===== src/rtl/bitstream_refill.sv =====
// Decoder-side bit window: accepts encoder byte bundles and exposes an
// MSB-aligned window, consuming bits on request and padding with ones at end.
module bitstream_refill #(
   parameter int WINDOW_WIDTH = 64,
   parameter int OUT_WIDTH    = 16,
   parameter int BYTE_WIDTH   = 8,
   parameter int MAX_BYTES    = 5,
   parameter int CNT_WIDTH    = 7,
   parameter int SHIFT_WIDTH  = 5
) (
   input  logic                   rf_clk,
   input  logic                   rf_reset,
   input  logic                   rf_flush,
   input  logic                   in_valid,
   output logic                   in_ready,
   input  logic [2:0]             in_count,
   input  logic [BYTE_WIDTH-1:0]  in_byte_1,
   input  logic [BYTE_WIDTH-1:0]  in_byte_2,
   input  logic [BYTE_WIDTH-1:0]  in_byte_3,
   input  logic [BYTE_WIDTH-1:0]  in_byte_4,
   input  logic [BYTE_WIDTH-1:0]  in_byte_5,
   input  logic                   in_last,
   input  logic                   shift_en,
   input  logic [SHIFT_WIDTH-1:0] shift_amt,
   output logic [OUT_WIDTH-1:0]   out_bits,
   output logic                   out_valid,
   output logic                   out_pad,
   output logic                   out_done,
   output logic                   out_err
);

   localparam int BUNDLE_W = MAX_BYTES * BYTE_WIDTH;
   localparam int LOW_W    = WINDOW_WIDTH - BUNDLE_W;
   localparam logic [CNT_WIDTH-1:0] READY_MAX = CNT_WIDTH'(LOW_W);
   localparam logic [CNT_WIDTH-1:0] OUT_W_C   = CNT_WIDTH'(OUT_WIDTH);

   logic [WINDOW_WIDTH-1:0] w_q, w_d, w_s;
   logic [CNT_WIDTH-1:0]    cnt_q, cnt_d, cnt_s;
   logic                    last_q, last_d;
   logic                    err_q, err_d;

   logic                    shift_ok, push;
   logic [CNT_WIDTH-1:0]    amt_c, push_bits;
   logic [2:0]              n_bytes;
   logic [BUNDLE_W-1:0]     bundle, keep;
   logic [WINDOW_WIDTH-1:0] ins_mask, ins_data;

   assign in_ready  = !last_q && (cnt_q <= READY_MAX);
   assign out_valid = last_q || (cnt_q >= OUT_W_C);
   assign out_pad   = last_q && (cnt_q < OUT_W_C);
   assign out_done  = last_q && (cnt_q == '0);
   assign out_err   = err_q;
   assign out_bits  = w_q[WINDOW_WIDTH-1 -: OUT_WIDTH];

   assign push   = in_valid && in_ready;
   assign amt_c  = CNT_WIDTH'(shift_amt);
   assign bundle = {in_byte_1, in_byte_2, in_byte_3, in_byte_4, in_byte_5};

   always_comb begin
      shift_ok = shift_en && out_valid
               && (shift_amt <= SHIFT_WIDTH'(OUT_WIDTH))
               && (last_q || (amt_c <= cnt_q));
      w_s   = w_q;
      cnt_s = cnt_q;
      if (shift_ok) begin
         // vacated low bits refill with ones so padding is implicit
         w_s   = (w_q << shift_amt) | ~({WINDOW_WIDTH{1'b1}} << shift_amt);
         cnt_s = (amt_c >= cnt_q) ? '0 : cnt_q - amt_c;
      end

      n_bytes   = (in_count > 3'(MAX_BYTES)) ? 3'(MAX_BYTES) : in_count;
      push_bits = CNT_WIDTH'(n_bytes) * CNT_WIDTH'(BYTE_WIDTH);
      keep      = ~({BUNDLE_W{1'b1}} >> push_bits);
      ins_mask  = {keep, {LOW_W{1'b0}}} >> cnt_s;
      ins_data  = {bundle & keep, {LOW_W{1'b0}}} >> cnt_s;

      w_d    = w_s;
      cnt_d  = cnt_s;
      last_d = last_q;
      err_d  = err_q || (shift_en && !shift_ok);
      if (push) begin
         w_d    = (w_s & ~ins_mask) | ins_data;
         cnt_d  = cnt_s + push_bits;
         last_d = last_q || in_last;
         if (in_count > 3'(MAX_BYTES)) begin
            err_d = 1'b1;
         end
      end
   end

   always_ff @(posedge rf_clk or posedge rf_reset) begin
      if (rf_reset) begin
         w_q    <= '1;
         cnt_q  <= '0;
         last_q <= 1'b0;
         err_q  <= 1'b0;
      end else if (rf_flush) begin
         w_q    <= '1;
         cnt_q  <= '0;
         last_q <= 1'b0;
         err_q  <= 1'b0;
      end else begin
         w_q    <= w_d;
         cnt_q  <= cnt_d;
         last_q <= last_d;
         err_q  <= err_d;
      end
   end

endmodule


===== config.mk =====
export PLATFORM = sky130hd
export DESIGN_NAME = bitstream_refill
export DESIGN_NICKNAME = d
export VERILOG_FILES = /design/src/rtl/bitstream_refill.sv
export SDC_FILE = /design/constraint.sdc
export NUM_CORES = 1
export LEC_CHECK = 0
export CAP_MARGIN = 20
export CORE_ASPECT_RATIO = 0.9
export CORE_MARGIN = 2
export CORE_UTILIZATION = 30
export DETAILED_ROUTE_END_ITERATION = 16
export DONT_BUFFER_PORTS = 1
export SETUP_SLACK_MARGIN = 0.5
export SLEW_MARGIN = 10
export SYNTH_ARGS = -nofsm -noshare
export SYNTH_HDL_FRONTEND = slang
export SYNTH_SLANG_ARGS = --single-unit

===== constraint.sdc =====
create_clock -name rf_clk -period 4.6 [get_ports rf_clk]
set_input_delay 1.38 -clock rf_clk [delete_from_list [all_inputs] [get_ports rf_clk]]
set_output_delay 1.38 -clock rf_clk [all_outputs]
set_load 0.03 [all_outputs]

Word level (Yosys, flattened, before mapping). Cells that the tools add are included.

Word-level logic and storage cells: 54. Input port bits: 54. Register bits after elaboration: 73.

Bitwise operators: 7. Order comparisons: 7. Reductions and logical operators: 16. Multiplexer cells: 13. Shifts and indexed selects: 5. Add/sub/neg operators: 2.

Operators by type and width (count): 64-bit two-way mux (3); 64-bit NOT (2); 64-bit OR (2); 64-bit by 7-bit right shift with 64-bit output (2); 64-bit AND (1); 64-bit by 5-bit << shifter with 64-bit output (1); 64-bit by 5-bit << shifter with 64-bit output, first input constant (1); 40-bit AND (1); 40-bit NOT (1); 40-bit by 6-bit right shift with 40-bit output, first input constant (1); 7-bit two-way mux (4); 1-bit logical AND (8); 7-bit by 6-bit adder with 7-bit output (1); 5-bit by 7-bit greater-or-equal comparator with 1-bit output (1); 7-bit by 5-bit greater-or-equal comparator with 1-bit output, second input constant (1); 5-bit by 7-bit <= comparator with 1-bit output (1); 7-bit by 5-bit <= comparator with 1-bit output, second input constant (1); 7-bit zero test (1); 7-bit by 5-bit less-than comparator with 1-bit output, second input constant (1); 7-bit by 5-bit subtractor with 7-bit output (1); 5-bit <= comparator, second input constant (1); 1-bit two-way mux (5); 1-bit logical OR (4); 3-bit > comparator, second input constant (1); 3 further kinds (4).

Longest topological paths before layout.
Word-level depth: 12. Depth in mapped cells: 22.

Worst setup path after synthesis. No wires, ideal clock.

Path kind: input to register. Start: input shift_amt[1]. End: register cnt_q[4]. Setup slack: -1.074 ns. Stages on the path: 18. Library setup time: 0.094 ns. Arrival time: 5.580 ns. Buffers on the path: 7. Cells stage by stage: buf_2 buf_1 clkbuf_1 inv_1 ha_1 nor4bb_1 a21oi_1 o21a_1 buf_2 a32oi_1 inv_2 buf_2 buf_1 clkbuf_1 ha_1 fa_1 nor2_1 a211oi_1.

Cells in the longest elaborated chain, start to end: 7. Elaborated cells between the ends (all ways): 12.

Ends and longest elaborated chain: start: declaration (line 24) `input logic [SHIFT_WIDTH-1:0] shift_amt,`; 5-bit by 7-bit <= comparator with 1-bit output or 5-bit <= comparator (tied branches) (line 62, 61); 1-bit logical OR or 1-bit logical AND (tied branches) (line 62, 61); 1-bit logical AND (line 62) `&& (last_q || (amt_c <= cnt_q));`; 7-bit two-way mux (*) (line 65) `if (shift_ok) begin`; 7-bit by 6-bit adder with 7-bit output (line 83) `cnt_d = cnt_s + push_bits;`; 7-bit two-way mux (*) (line 81) `if (push) begin`; 7-bit two-way mux (*) (line 97) `end else if (rf_flush) begin`; end signal: assignment (line 104) `cnt_q <= cnt_d;`; end: declaration (line 38) `logic [CNT_WIDTH-1:0] cnt_q, cnt_d, cnt_s;`.

Mark *: on every way between the ends. The rest lies on a longest branch, timed or not. A chain may end at the register's enable or synchronous reset.

Worst setup path in the final report.
Start: input shift_amt[0]. End: register w_q[26].

Cells in the longest elaborated chain, start to end: 10. Elaborated cells between the ends (all ways): 21.

Ends and longest elaborated chain: 5-bit by 7-bit <= comparator with 1-bit output or 5-bit <= comparator (tied branches) (line 62, 61); 1-bit logical OR or 1-bit logical AND (tied branches) (line 62, 61); 1-bit logical AND (line 62); 7-bit two-way mux (line 65); 64-bit by 7-bit right shift with 64-bit output (line 74) `ins_mask = {keep, {LOW_W{1'b0}}} >> cnt_s;`; 64-bit NOT (line 82) `w_d = (w_s & ~ins_mask) | ins_data;`; 64-bit AND (line 82); 64-bit OR (line 82); 64-bit two-way mux (*) (line 81); 64-bit two-way mux (*) (line 97); end signal: assignment (line 103) `w_q <= w_d;`; end: declaration (line 37) `logic [WINDOW_WIDTH-1:0] w_q, w_d, w_s;`.

Marks and branches as above.

==> impl_metrics.ini <==
[outcome]
status = finished, final reports clean

[sta]
skew_ns = 0.0149
setup_ws_ns = 0.354
slew_headroom_pct = 27.7
holdWs_ns = 0.560
period_minus_slack_ns = 4.25
rsz0062_at_grt = true
drv_slew = 0
fmax_ghz = 0.236
setup_viol = 0
hold_viol_final = 0
fin_crit_sh_pct = 92.3
tightest_slew_ns = 1.08

[power_and_ir_drop]
clkPwrFrac_pct = 8.9
p_seq_share_pct = 18.2
max-vdd-ir-drop_mv = 0.380
switching_power_mw = 4.84
p_leak_nw = 6.05
comb_power_share_pct = 73.0
swShare_pct = 52.3
p_int_mw = 4.42
power_density_nw_per_um2 = 581

[placement]
pre_cts_slack_ns = -0.145
place_hpwl_mm = 45.9
routabilityCongestion = 1.02
port_buffers = 0

[routing]
drt_first_pass_iters = 5
drc = 0
wirelength_mm = 62.5
post_drt_wl_per_cell_um = 27.0
drtAntennaViolNets = 0
avgViaCountPerCell = 6.51
vias = 15100
drtIter0Drc = 2451

[die]
initial_utilization_pct = 30.2
placementRows = 69
dieArea_um2 = 41100
die_w_um = 213
die_height_um = 193
io-pin-count = 75
fp.coreArea_um2 = 39200

[flow_run]
maxCapViolCount = 0

[logic_synthesis]
synth_common_cells = nand2_1, nor2_1, o21ai_0, a21oi_1, mux2i_1
ys_types = 87
netlist_instances = 1636
ys_warn_count = 0
synth_top_flop_cell = dfstp_2
synth_area_um2 = 11800
yosysSeqAreaShare_pct = 16.1
synth_seq_cells = 73
syn_avg_cell_area_um2 = 7.24
synth_edf_count = 0
async_flop_share_pct = 100
synth_top_area_share_pct = 14.2
synth_area_leaders = dfstp_2, mux2i_1, nand2_1
synth_most_common_cell = nand2_1
synth_top_area_cell = dfstp_2
synth_nets = 1700

[global_routing]
grt-ovfl-total = 0
grt_pass1_wl_mm = 91.5
antenna_found_initial = 0
grt_pass1_vias = 13800
grt_max_degree = 77
grt_usage_pct = 29.7

[setup_path]
crit_type = input pin to flip-flop
required_ns = 4.89
setup.worst_path.start_class = input pin
crit_fanout = 59
r2r_cells = 18
arrival_ns = 4.54
critPathCaptureType = flip-flop

[clocking]
cts_tree = done
htree_levels = 3
cts.sinks = 73
clkSlewWorstSetupHoldPaths_ns = 0.07
numCtsBuffers = 9
cts_buffer_depth = 2
worstSkewPairLatency_ns = 0.37
root_buffer = clkbuf_16

[worst_hold_path]
whs_path_depth = 2
hp-class = flip-flop to flip-flop

[layout]
utilization_pct = 40.6
drive_gt1_share_pct = 37.2
diodes = 0
nets = 1841
area_growth_pct = 34.5
per-layer routing:
layer	vias to the layer above	GRT usage (%)	share of wire [%]
li1	6443	-	-
met1	7259	40.6	40
met2	1146	45.0	43
met3	207	6.17	12
met4	0	13.0	5.5
met5	-	0	0
path summary, 6_finish.rpt:
check	from	end	slack (ns)
max in group asynchronous	rf_reset	w_q[44]$_DFF_PP1_	2.60
hold / removal	last_q$_DFFE_PP0P_	last_q$_DFFE_PP0P_	0.56
setup / recovery	shift_amt[0]	w_q[26]$_DFF_PP1_	0.35
setup reg to reg	cnt_q[0]$_DFF_PP0_	w_q[17]$_DFF_PP1_	0.65
min in group asynchronous	rf_reset	out_err$_DFF_PP0_	0.97
hold reg to reg	last_q$_DFFE_PP0P_	last_q$_DFFE_PP0P_	0.56
registers in the layout (all words and copies together), names as in the netlist:
name	flops
cnt_q	7
last_q	1
out_err	1
w_q	64
worst max-delay path: stages:
cell and delay [ns]:
ha_4 0.26, nor4bb_4 0.33, o31ai_2 0.11, buf_4 0.15, a31oi_4 0.27, o22ai_4 0.13
buf_12 0.16, buf_12 0.14, buf_6 0.11, mux2_4 0.31, mux2_4 0.28, a22oi_2 0.27
mux2i_2 0.18, a2111o_1 0.40
cell type report:
| cell class | count | area (um^2) |
|---|---|---|
| clock buffers | 9 | 225 |
| clock inverters | 7 | 100 |
| fillers | 4017 | 23300 |
| inverters | 20 | 114 |
| multi-input cells | 1359 | 10200 |
| flip-flops and latches | 73 | 1910 |
| well taps | 532 | 666 |
| repair buffers | 314 | 2760 |
stage by stage:
step	area (um^2)	power, mW	std cells	TNS, ns
final	15900	9.26	2314	0
after global routing	15900	9.59	2314	0
after CTS	15000	8.56	2281	0
after detailed placement	14200	7.47	2241	-1.04
after global placement	14200	7.47	2241	-0.792
after floorplan	12600	5.20	1636	0
power groups by stage:
stage               sequential [mW]  combinational, mW  clock (mW)
CTS                            1.65               6.08       0.824
floorplan                      1.24               3.96           0
detailed placement             1.65               5.82           0
finish                         1.68               6.76       0.822
global placement               1.65               5.83           0
global route                   1.69               7.06       0.843
placed cells by master (no fill, tap or decap), drive strengths merged, types with 23 or more instances in the layout:
cell / instances
mux4: 43
mux2: 27
o21ai: 147
nor3: 33
o211ai: 40
a21oi: 135
buf: 314
nand3: 23
a31oi: 41
nand2: 266
mux2i: 115
a211oi: 32
nor2: 171
dfstp: 64
what timing repair did:
item                                    4_1_cts  5_1_grt
hold buffers                                  0        0
pin swaps                                    27       61
resized for setup                            76      141
endpoints found under the setup margin       46       62
cloned                                        1        1
buffers inserted                             23       32
cells by family after synthesis:
family	Yosys count	share of synthesized area, %
AOI/OAI and AO/OA	590	32.9
xor gates and xnor gates	5	0.370
adders and majority gates	10	1.18
buffers and inverters	204	8.22
DFF	73	16.1
muxes	185	20.6
and+or+nand+nor	569	20.6
Note: power is estimated with default switching activity, not from simulation.
